--- src/rtl/cbit_ram_ctrl.sv ---
// Access-bit RAM controller: round-robin arbiter for the data/bit-set port and a
// CLOCK-style victim sweeper on the bit read-and-clear port.
module cbit_ram_ctrl #(
    parameter int L2_DEPTH = 8,
    parameter int WIDTH    = 32
) (
    input  logic                clk,
    input  logic                resetn,
    input  logic                a_req_valid,
    output logic                a_req_ready,
    input  logic                a_req_we,
    input  logic [L2_DEPTH-1:0] a_req_addr,
    input  logic [WIDTH-1:0]    a_req_data,
    output logic                a_rsp_valid,
    output logic [WIDTH-1:0]    a_rsp_data,
    input  logic                b_req_valid,
    output logic                b_req_ready,
    input  logic                b_req_we,
    input  logic [L2_DEPTH-1:0] b_req_addr,
    input  logic [WIDTH-1:0]    b_req_data,
    output logic                b_rsp_valid,
    output logic [WIDTH-1:0]    b_rsp_data,
    input  logic                vic_req_valid,
    output logic                vic_req_ready,
    output logic                vic_rsp_valid,
    output logic                vic_rsp_found,
    output logic [L2_DEPTH-1:0] vic_rsp_addr,
    output logic                ram_en1,
    output logic                ram_we1,
    output logic [L2_DEPTH-1:0] ram_addr1,
    output logic [0:0]          ram_din1,
    output logic                ram_rst1,
    output logic                ram_regce1,
    input  logic                ram_dout1,
    output logic                ram_en2,
    output logic                ram_we2,
    output logic [L2_DEPTH-1:0] ram_addr2,
    output logic [WIDTH-1:0]    ram_din2,
    output logic                ram_rst2,
    output logic                ram_regce2,
    input  logic [WIDTH-1:0]    ram_dout2
);

    localparam logic [L2_DEPTH:0] DEPTH_W = (L2_DEPTH+1)'(2**L2_DEPTH);

    typedef enum logic [2:0] {S_IDLE, S_ISSUE, S_WAIT, S_CHECK, S_DONE} vic_state_e;
    typedef enum logic {OWN_A = 1'b0, OWN_B = 1'b1} owner_e;
    typedef struct packed {
        logic   valid;
        owner_e owner;
    } tag_t;

    owner_e     last_q, last_d;
    tag_t       tag1_q, tag1_d, tag2_q;
    vic_state_e state_q, state_d;
    logic [L2_DEPTH-1:0] hand_q, hand_d, vic_addr_q, vic_addr_d;
    logic [L2_DEPTH:0]   count_q, count_d, count_inc;
    logic                vic_found_q, vic_found_d;
    logic                a_grant, b_grant, p2_grant, collide;

    assign ram_we1    = 1'b0;
    assign ram_din1   = 1'b0;
    assign ram_regce1 = 1'b1;
    assign ram_regce2 = 1'b1;
    assign ram_rst1   = ~resetn;
    assign ram_rst2   = ~resetn;

    // Gated with resetn so no handshake can complete while the block is held in reset.
    assign a_grant  = resetn & a_req_valid & (~b_req_valid | (last_q == OWN_B));
    assign b_grant  = resetn & b_req_valid & (~a_req_valid | (last_q == OWN_A));
    assign p2_grant = a_grant | b_grant;

    assign a_req_ready = a_grant;
    assign b_req_ready = b_grant;
    assign ram_en2     = p2_grant;
    assign ram_we2     = a_grant ? a_req_we   : (b_grant & b_req_we);
    assign ram_addr2   = b_grant ? b_req_addr : a_req_addr;
    assign ram_din2    = b_grant ? b_req_data : a_req_data;

    assign a_rsp_valid = tag2_q.valid & (tag2_q.owner == OWN_A);
    assign b_rsp_valid = tag2_q.valid & (tag2_q.owner == OWN_B);
    assign a_rsp_data  = a_rsp_valid ? ram_dout2 : '0;
    assign b_rsp_data  = b_rsp_valid ? ram_dout2 : '0;

    assign ram_addr1     = hand_q;
    assign vic_req_ready = resetn & (state_q == S_IDLE);
    assign vic_rsp_valid = (state_q == S_DONE);
    assign vic_rsp_found = vic_found_q;
    assign vic_rsp_addr  = vic_addr_q;

    // Port 2 always wins a same-slot race so a fresh access is never cleared by the sweep.
    assign collide   = p2_grant & (ram_addr2 == hand_q);
    assign count_inc = count_q + 1'b1;

    always_comb begin
        // NOTE: every combinational output gets a default first, so no path can infer a latch.
        last_d      = last_q;
        tag1_d      = '{valid: p2_grant, owner: (b_grant ? OWN_B : OWN_A)};
        state_d     = state_q;
        hand_d      = hand_q;
        count_d     = count_q;
        vic_found_d = vic_found_q;
        vic_addr_d  = vic_addr_q;
        ram_en1     = 1'b0;

        if (a_grant)      last_d = OWN_A;
        else if (b_grant) last_d = OWN_B;

        unique case (state_q)
            S_IDLE: begin
                if (vic_req_valid) begin
                    count_d = '0;
                    state_d = S_ISSUE;
                end
            end
            S_ISSUE: begin
                if (!collide) begin
                    ram_en1 = 1'b1;
                    state_d = S_WAIT;
                end
            end
            S_WAIT: state_d = S_CHECK;
            S_CHECK: begin
                hand_d = hand_q + 1'b1;
                if (!ram_dout1) begin
                    vic_found_d = 1'b1;
                    vic_addr_d  = hand_q;
                    state_d     = S_DONE;
                end else begin
                    count_d = count_inc;
                    if (count_inc == DEPTH_W) begin
                        vic_found_d = 1'b0;
                        vic_addr_d  = hand_q + 1'b1;
                        state_d     = S_DONE;
                    end else begin
                        state_d = S_ISSUE;
                    end
                end
            end
            S_DONE:  state_d = S_IDLE;
            default: state_d = S_IDLE;
        endcase
    end

    // NOTE: state registers use non-blocking assignments so every flop samples pre-edge values.
    always_ff @(posedge clk or negedge resetn) begin
        if (!resetn) begin
            last_q      <= OWN_B;
            tag1_q      <= '0;
            tag2_q      <= '0;
            state_q     <= S_IDLE;
            hand_q      <= '0;
            count_q     <= '0;
            vic_found_q <= 1'b0;
            vic_addr_q  <= '0;
        end else begin
            last_q      <= last_d;
            tag1_q      <= tag1_d;
            tag2_q      <= tag1_q;
            state_q     <= state_d;
            hand_q      <= hand_d;
            count_q     <= count_d;
            vic_found_q <= vic_found_d;
            vic_addr_q  <= vic_addr_d;
        end
    end

endmodule
--- config.mk ---
export PLATFORM = sky130hd
export DESIGN_NAME = cbit_ram_ctrl
export DESIGN_NICKNAME = d
export VERILOG_FILES = /design/src/rtl/cbit_ram_ctrl.sv
export SDC_FILE = /design/constraint.sdc
export NUM_CORES = 1
export LEC_CHECK = 0
export ABC_CLOCK_PERIOD_IN_PS = 2600
export BUFFER_PORTS_ARGS = -buffer_cell sky130_fd_sc_hd__buf_2
export CORE_UTILIZATION = 23
export CTS_BUF_LIST = sky130_fd_sc_hd__clkbuf_2
export CTS_CLUSTER_SIZE = 28
export DETAILED_ROUTE_END_ITERATION = 7
export HOLD_SLACK_MARGIN = 0.06
export SLEW_MARGIN = 20
export SYNTH_ARGS = -nofsm -noshare
export SYNTH_HDL_FRONTEND = slang
export SYNTH_SLANG_ARGS = --single-unit
--- constraint.sdc ---
create_clock -name clk -period 2.6 [get_ports clk]
set_input_delay 0.13 -clock clk [delete_from_list [all_inputs] [get_ports clk]]
set_output_delay 0.13 -clock clk [all_outputs]
set_load 0.1 [all_outputs]
==> results_dict.tcl, run 1 <==
set metrics [dict create \
    die_h_um 115.6 \
    start_util_pct 23.52 \
    dp_hpwl_um 9904 \
    synth-warning-count 0 \
    yosys.area_share.simple_pct 39.84 \
    cts_buffer_depth 2 \
    num_rows 41 \
    finalWeightedCongestion 0.7709 \
    synth_largest_area_cell "dfrtp_1" \
    rsz0062_at_grt "true" \
    worstMarginPinSlew_ns 0.6320 \
    dpl_cell_area_um2 5468 \
    worstHoldStart "vic_req_valid" \
    met3_usage_pct 4.655 \
    crit_path_end_kind "output pin" \
    insertion_delay_ns 0.40 \
    syn_area_um2 2968 \
    hold_end "state_q[0]" \
    slew_headroom_pct 57.71 \
    fillers 1271 \
    status "finished, final reports clean" \
    grt-ovfl-total 0 \
    drtAntennaViolNets 0 \
    antennaDiodeCount 0 \
    fin_skew_ns 0.03678 \
    routed_wl_um 12240 \
    port_buffers 251 \
    antenna_found_initial 1 \
    fp.dieArea_um2 13360 \
    routedWlPerCell_um 14.93 \
    arrival_ns 2.43 \
    rr_startpoint "last_q" \
    critPathSlowestCell "dfstp_2" \
    synth_top_family_by_area "simple AND/OR/NAND/NOR gates" \
    drtPass1Iterations 4 \
    place_ws_ns 0.4677 \
    use_met2_pct 31.34 \
    clockRootBuffer "clkbuf_2" \
    final_common_cell "buf_2" \
    cts-buffers-inserted 5 \
    stdcell_area_um2 5643 \
    synth_area_leaders "dfrtp_1 (28%), nand2_1 (16%), and3_1 (7.8%)" \
    synth_xor_area_share_pct 7.083 \
    cts_sinks 34 \
    syn_to_final_growth_pct 90.13 \
    vias_per_cell 4.400 \
    crit_type "flip-flop to output pin" \
    r2r_cells 6 \
    fin_nets 770 \
    crit_fanout 4 \
    synth_top_flop_cell "dfrtp_1" \
    grt_pass1_vias 3237 \
    seq_area_um2 853.3 \
    grt_max_degree 42 \
    r2r_slack_ns 0.45 \
    cap_viol_max_count 0 \
    io_pins 256 \
    drt_iter0_markers 188 \
    use_met1_pct 19.54 \
    cellPowerDensity_nw_per_um2 752.2 \
    core_um2 12620 \
    drive_gt1_share_pct 46.45 \
    finalMaxSlewViolations 0 \
    period_share_pct 98.30 \
    hold_depth 3 \
    fmax_mhz 391.3 \
    drc 0 \
    grt_pass1_wl_um 17240 \
    setup_viol 0 \
    cp-start-kind "flip-flop" \
    cellLeakagePower_nw 3.076 \
    min_path_type "primary input to flip-flop" \
    cts_tree "yes" \
    synth_cells 399 \
    async_flop_share_pct 100.0 \
    grt_busiest_layer "met2" \
    multi_input_area_um2 1933 \
    track_usage_pct 16.86 \
    total_power_w 0.004245 \
    setup_ws_ns 0.04431 \
    max_stage_delay_ns 0.62 \
    synth_seq_area_share_pct 28.71 \
    worstPathRequired_ns 2.47 \
    synth_seq_cells 34 \
    routed-via-count 3608 \
    postSynthAreaPerCell_um2 7.438 \
    path_cells "a21boi_4 > nand2_4 > inv_6 > mux2_4 > or2_1 > a41oi_2 > nor2b_4 > buf_12" \
    fin_crit_ns 2.556 \
    synth_fa_ha_area_share_pct 1.265 \
    hold_violations 0 \
    dieWidth_um 115.6 \
    synth_edf_count 0 \
    final_cell_mix "buf_2 (175), nand2_1 (123), buf_12 (74)" \
    synth.distinct_cells 58 \
    synth.mux.area_fraction_pct 5.649 \
    htree_levels 2 \
    synth_top_area_share_pct 27.82 \
    peakVddDrop_mv 0.5739 \
    synth_compound_area_share_pct 9.992 \
    clkTransAtPathRegs_ns 0.20 \
    regToRegEndpoint "state_q[0]" \
]
[sequential cells by signal, summed over array words and instances (netlist names)]
signal / flops
count_q: 9
ram_addr1: 8
vic_rsp_found: 1
tag2_q: 2
last_q: 1
tag1_q: 2
state_q: 3
vic_rsp_addr: 8
[critical path, delay by kind of cell, from the launching register on]
kind / cells / cell delay, ns
compound gates: 2 / 0.35
buf+inv: 2 / 0.22
flops: 1 / 0.62
mux: 1 / 0.29
simple gates: 3 / 0.56
[timing repair]
action | 4_1_cts | 5_1_grt
hold endpoints to repair | 36 | 3
pin swaps | 1 | 3
resized for setup | 0 | 4
cloned | 0 | 0
hold buffers | 4 | 1
setup buffers | 0 | 6
setup endpoints to repair | 1 | 1
[power by group]
part	leakage [nW]	internal [W]	switching (W)	total (W)
Sequential	0.440	0.000662	0.000216	0.000878
Combinational	2.59	0.000899	0.00211	0.00301
Clock	0.0406	0.000164	0.000195	0.000359
Total	3.08	0.00173	0.00252	0.00424
[cell families after synthesis]
logic type | Yosys count
compound gates | 40
xor+xnor | 24
fa+ha+maj | 3
buf+inv | 42
flops | 34
mux | 12
other cells | 2
simple gates | 242
[stage by stage]
step                      instances  TNS (ns)  hold slack (ns)  util (%)
after global placement          801         0         0.002298     43.33
after global routing            820  -0.06658           0.1124     44.72
after CTS                       813         0          0.07478     44.15
after floorplan                 401         0          -0.1656         -
final                           820         0          0.08818     44.72
after detailed placement        801         0         0.004468     43.33
[cell usage after synthesis, drive strengths merged (2+ instances only)]
cell and n:
nand2b 3, mux2 11, inv 11, nor3 2, and3 37, nor4 3, nand2 124, clkbuf 20
ha 3, o31ai 2, a22o 2, xnor2 17, nand3 9, nand4 5, a21o 2, a31oi 2
buf 11, dfrtp 33, xor2 7, a41oi 2, and2 35, conb 2, nor2 14, nor2b 3
o21ai 15, or2 4, or3 2
[worst max-delay path by stage]
stage | from | end | slack [ns] | depth (start not counted)
2_1_floorplan | resetn | ram_we2 | 0.05 | 3
3_3_place_gp | last_q | ram_en1 | 0.51 | 8
3_5_place_dp | last_q | ram_en1 | 0.47 | 8
4_1_cts | b_req_valid | ram_en1 | 0.04 | 10
5_1_grt | last_q | ram_en1 | -0.07 | 8
6_report | last_q | ram_en1 | 0.04 | 8
[layout make-up]
class                           count  share of cell area, %
Clock buffer                        6                 0.5322
Clock inverter                      2                 0.5987
Inverter                           11                 0.8204
Multi-Input combinational cell    325                  34.26
Sequential cell                    34                  15.12
Tap cell                          172                  3.814
Timing Repair Buffer              270                  44.86
[per-layer routing]
metal	up-vias	wire length [µm]
met5	-	13
met4	2	63
met3	11	1002
met2	139	6379
met1	1657	4784
li1	1799	-
No activity file was read; power rests on OpenSTA's default activity.
==> run 2: changes to the inputs <==
--- a/config.mk
+++ b/config.mk
@@ -7,11 +7,13 @@
 export LEC_CHECK = 0
 export ABC_CLOCK_PERIOD_IN_PS = 2600
 export BUFFER_PORTS_ARGS = -buffer_cell sky130_fd_sc_hd__buf_2
-export CORE_UTILIZATION = 23
+export CORE_AREA = 2 2 100 102
 export CTS_BUF_LIST = sky130_fd_sc_hd__clkbuf_2
 export CTS_CLUSTER_SIZE = 28
 export DETAILED_ROUTE_END_ITERATION = 7
+export DIE_AREA = 0 0 102 104
 export HOLD_SLACK_MARGIN = 0.06
+export PLACE_DENSITY = 0.68
 export SLEW_MARGIN = 20
 export SYNTH_ARGS = -nofsm -noshare
 export SYNTH_HDL_FRONTEND = slang
==> results_dict.tcl, run 2 (synthesis gave the netlist of run 1 again) <==
set metrics [dict create \
    status "finished, final reports clean" \
    slew_headroom_pct 47.54 \
    setup_ws_ns 0.05069 \
    peakVddDrop_mv 0.8254 \
    finalWeightedCongestion 0.9360 \
    antenna_found_initial 5 \
    routedWlPerCell_um 15.98 \
    rsz0062_at_grt "true" \
    final_cell_mix "buf_2 (177), nand2_1 (123), buf_12 (73)" \
    cp_num_buf_inv 2 \
    track_usage_pct 22.92 \
    cellPowerDensity_nw_per_um2 746.9 \
    die_h_um 104 \
    worstMarginPinSlew_ns 0.7869 \
    drtAntennaViolNets 0 \
    clockRootBuffer "clkbuf_2" \
    dieWidth_um 102 \
    crit_fanout 4 \
    cts_sinks 34 \
    fp.dieArea_um2 10610 \
    path_cells "a21boi_4 > nand2_4 > inv_6 > mux2_4 > or2_1 > a41oi_2 > nor2b_4 > buf_12" \
    fin_skew_ns 0.006207 \
    grt_max_degree 44 \
    cap_viol_max_count 0 \
    routed-via-count 3693 \
    drt_iter0_markers 171 \
    finalMaxSlewViolations 0 \
    drtPass1Iterations 4 \
    regMostFlops "count_q" \
    cts-buffers-inserted 5 \
    grt_pass1_wl_um 19180 \
    critPathSlowestCell "dfstp_2" \
    min_path_type "primary input to flip-flop" \
    fin_nets 764 \
    drc 0 \
    htree_levels 2 \
    arrival_ns 2.42 \
    grt_pass1_vias 3569 \
    fmax_mhz 392.3 \
    worstPathRequired_ns 2.47 \
    dp_hpwl_um 10520 \
    grt-ovfl-total 0 \
    io_pins 256 \
    drive_gt1_share_pct 46.11 \
    stdcell_area_um2 5515 \
    place_ws_ns 0.4179 \
    worst_hold_slack_ns 0.09526 \
    start_util_pct 31.08 \
    max_stage_delay_ns 0.60 \
    crit_path_end_kind "output pin" \
    insertion_delay_ns 0.38 \
    cp_top_family "flip-flops" \
    dpl_cell_area_um2 5389 \
    cellLeakagePower_nw 3.034 \
    final_common_cell "buf_2" \
    syn_to_final_growth_pct 85.83 \
    period_share_pct 98.05 \
    fin_crit_ns 2.549 \
    cp-start-kind "flip-flop" \
    cts_tree "yes" \
    core_um2 9549 \
    num_rows 36 \
    largest_reg_flops 9 \
    cts_buffer_depth 2 \
    vias_per_cell 4.747 \
    hold_violations 0 \
    port_buffers 251 \
    clkTransAtPathRegs_ns 0.17 \
    setup_viol 0 \
    routed_wl_um 12430 \
    crit_type "flip-flop to output pin" \
]
==> run 2: changes by cell type in the layout (fill, tap and decap cells not counted) <==
cell and delta:
buf_6 -1, bufinv_16 -1, diode_2 +3, clkbuf_4 -1
dlygate4sd3_1 -1, buf_4 -5, buf_2 +2, clkinv_2 +1
buf_12 -1, buf_8 +1
==> run 2: final cells by class <==
class,instances,area (µm²)
antenna,3,7.507
timing repair buffer,264,2470
clock inverter,2,8.758
sequential,34,853.3
inverter,11,46.29
clock buffer,6,30.03
fill,874,4034
tap,133,166.4
multi-input combinational,325,1933
==> run 2: routing by layer <==
metal  vias to the layer above  track usage, %  part of all wire (%)
li1                       1800               -                     -
met1                      1700           25.55                    38
met2                       167           41.02                    52
met3                        22           7.258                   8.3
met4                         4           6.667                   2.0
met5                         -               0                  0.27
==> run 2: worst paths after layout <==
kind | start | end | slack [ns] | cells past startpoint
setup / recovery | last_q | ram_en1 | 0.05 | 8
hold / removal | vic_req_valid | state_q[0] | 0.1 | 3
setup reg to reg | count_q[0] | vic_rsp_addr[2] | 0.47 | 7
hold reg to reg | tag1_q[0] | tag2_q[0] | 0.37 | 0
max in group asynchronous | resetn | last_q | 1.84 | 3
min in group asynchronous | resetn | state_q[1] | 0.41 | 3
==> run 2: worst reg2reg max path, delay by kind of cell (launching register included) <==
family | cells | cell delay [ns]
AO/OA/AOI/OAI | 3 | 0.40
flip-flops | 1 | 0.49
multiplexers | 1 | 0.35
adder cells (fa/ha/maj) | 1 | 0.30
AND/OR/NAND/NOR | 2 | 0.51
==> run 2: power breakdown <==
part           total [W]  internal (W)  leakage [nW]  switching, W
combinational    0.00299      0.000889          2.56       0.00210
clock           0.000250     0.0000661        0.0304      0.000184
sequential      0.000876      0.000662         0.440      0.000214
==> run 2: repair_timing <==
item	4_1_cts	5_1_grt
resized for setup	1	3
endpoints found under the hold margin	35	0
pin swaps	1	4
endpoints found under the setup margin	1	1
hold buffers	4	0
buffers inserted	0	4
==> run 2: stage by stage <==
step / power (W) / setup TNS (ns) / util [%] / cells
after floorplan: 0.003066 / 0 / - / 401
after global placement: 0.003809 / 0 / 56.43 / 760
after detailed placement: 0.003856 / 0 / 56.43 / 760
after CTS: 0.004117 / 0 / 57.30 / 772
after global routing: 0.004303 / -0.04694 / 57.70 / 776
final: 0.004119 / 0 / 57.76 / 778
==> run 3: changes to the inputs <==
--- a/config.mk
+++ b/config.mk
@@ -12,8 +12,7 @@
 export CTS_CLUSTER_SIZE = 28
 export DETAILED_ROUTE_END_ITERATION = 7
 export DIE_AREA = 0 0 102 104
-export HOLD_SLACK_MARGIN = 0.06
-export PLACE_DENSITY = 0.68
+export PLACE_DENSITY_LB_ADDON = 0.15
 export SLEW_MARGIN = 20
 export SYNTH_ARGS = -nofsm -noshare
 export SYNTH_HDL_FRONTEND = slang
==> results_dict.tcl, run 3 (synthesis gave the netlist of run 1 again) <==
set metrics [dict create \
    crit_path_end_kind "output pin" \
    drtPass1Iterations 4 \
    dieWidth_um 102 \
    arrival_ns 2.33 \
    grt_pass1_vias 3420 \
    die_h_um 104 \
    clkTransAtPathRegs_ns 0.17 \
    cts_buffer_depth 2 \
    max_stage_delay_ns 0.60 \
    grt-ovfl-total 0 \
    grt_pass1_wl_um 18330 \
    num_rows 36 \
    dp_hpwl_um 10020 \
    fillers 895 \
    crit_type "flip-flop to output pin" \
    worst_hold_slack_ns 0.03963 \
    worstMarginPinSlew_ns 0.7813 \
    cts_tree "yes" \
    regMostFlops "count_q" \
    final_cell_mix "buf_2 (178), nand2_1 (123), buf_12 (74)" \
    grt_max_degree 40 \
    rsz0062_at_grt "false" \
    setup_tns_ns 0 \
    final_common_cell "buf_2" \
    track_usage_pct 21.75 \
    fin_nets 764 \
    vias_per_cell 4.695 \
    fin_skew_ns 0.01733 \
    min_path_type "primary input to flip-flop" \
    fmax_mhz 405.8 \
    finish.utilization_pct 58.35 \
    cp-start-kind "flip-flop" \
    worstPathRequired_ns 2.47 \
    core_um2 9549 \
    drtAntennaViolNets 0 \
    cts_sinks 34 \
    cap_viol_max_count 0 \
    clockRootBuffer "clkbuf_2" \
    port_buffers 251 \
    io_pins 256 \
    fp.dieArea_um2 10610 \
    finalMaxSlewViolations 0 \
    drt_iter0_markers 158 \
    htree_levels 2 \
    finalWeightedCongestion 0.9105 \
    fin_crit_ns 2.464 \
    drc 0 \
    crit_fanout 8 \
    insertion_delay_ns 0.37 \
    cellLeakagePower_nw 3.058 \
    period_share_pct 94.77 \
    syn_to_final_growth_pct 87.73 \
    start_util_pct 31.08 \
    routedWlPerCell_um 15.73 \
    routed_wl_um 12270 \
    routed-via-count 3662 \
    path_cells "a21boi_4 > nand2_4 > inv_6 > mux2_4 > or2_1 > a41oi_2 > nor2b_4 > buf_12" \
    drive_gt1_share_pct 46.73 \
    setup_viol 0 \
    largest_reg_flops 9 \
    slew_headroom_pct 47.91 \
    cellPowerDensity_nw_per_um2 740.1 \
    peakVddDrop_mv 1.160 \
    antenna_found_initial 6 \
    critPathSlowestCell "dfstp_2" \
    cts-buffers-inserted 5 \
    hold_violations 0 \
    status "finished, final reports clean" \
]
-- run 3: worst max-delay path, delay by kind of cell (launching register included) --
| kind | cells | cell delay (ns) |
|---|---|---|
| flops | 1 | 0.60 |
| simple gates | 3 | 0.55 |
| mux | 1 | 0.30 |
| compound gates | 2 | 0.27 |
| buf+inv | 2 | 0.24 |
-- run 3: area by class of cell --
type,instances,area [µm²],share of cell area [%]
Antenna cell,5,12.51,0.2246
Clock buffer,6,30.03,0.5390
Clock inverter,2,8.758,0.1572
Inverter,11,46.29,0.8309
Multi-Input combinational cell,325,1944,34.90
Sequential cell,34,853.3,15.32
Tap cell,133,166.4,2.987
Timing Repair Buffer,264,2510,45.05
-- run 3: worst paths after layout --
check	slack, ns	from	cells past startpoint	to
setup / recovery	0.14	last_q	8	ram_en1
hold / removal	0.04	b_req_valid	3	last_q
setup reg to reg	0.47	count_q[0]	7	vic_rsp_addr[5]
hold reg to reg	0.37	tag1_q[1]	0	tag2_q[1]
max in group asynchronous	1.80	resetn	3	last_q
min in group asynchronous	0.11	resetn	2	ram_addr1[7]
-- run 3: power by group --
part | total [W] | internal (W) | switching, W | leakage, nW
Sequential | 0.000882 | 0.000662 | 0.000220 | 0.440
Clock | 0.000244 | 0.0000662 | 0.000178 | 0.0304
Combinational | 0.00300 | 0.000889 | 0.00211 | 2.59
Total | 0.00412 | 0.00162 | 0.00251 | 3.06
-- run 3: timing repair --
action | CTS | global route
cloned | 0 | 2
hold buffers | 2 | 0
gates resized for setup | 3 | 6
setup buffers | 0 | 3
hold endpoints to repair | 34 | 0
endpoints found under the setup margin | 1 | 1
pin swaps | 0 | 2
-- run 3: layer usage --
metal / up-vias / routed length (µm) / GRT usage (%)
met2: 147 / 6226 / 38.72
met1: 1691 / 4710 / 24.85
met4: 2 / 147 / 3.905
met3: 18 / 1166 / 7.930
li1: 1804 / - / -
met5: - / 16 / 0
-- run 3: metrics by stage --
stage                     area [µm²]  total power, W  std cells  setup slack (ns)
after floorplan                 2995        0.003066        401           0.05140
after global routing            5564        0.004316        777          0.002936
after detailed placement        5389        0.003863        760            0.3344
final                           5572        0.004124        780            0.1360
after global placement          5389        0.003827        760            0.3613
after CTS                       5459        0.004122        770           0.02382
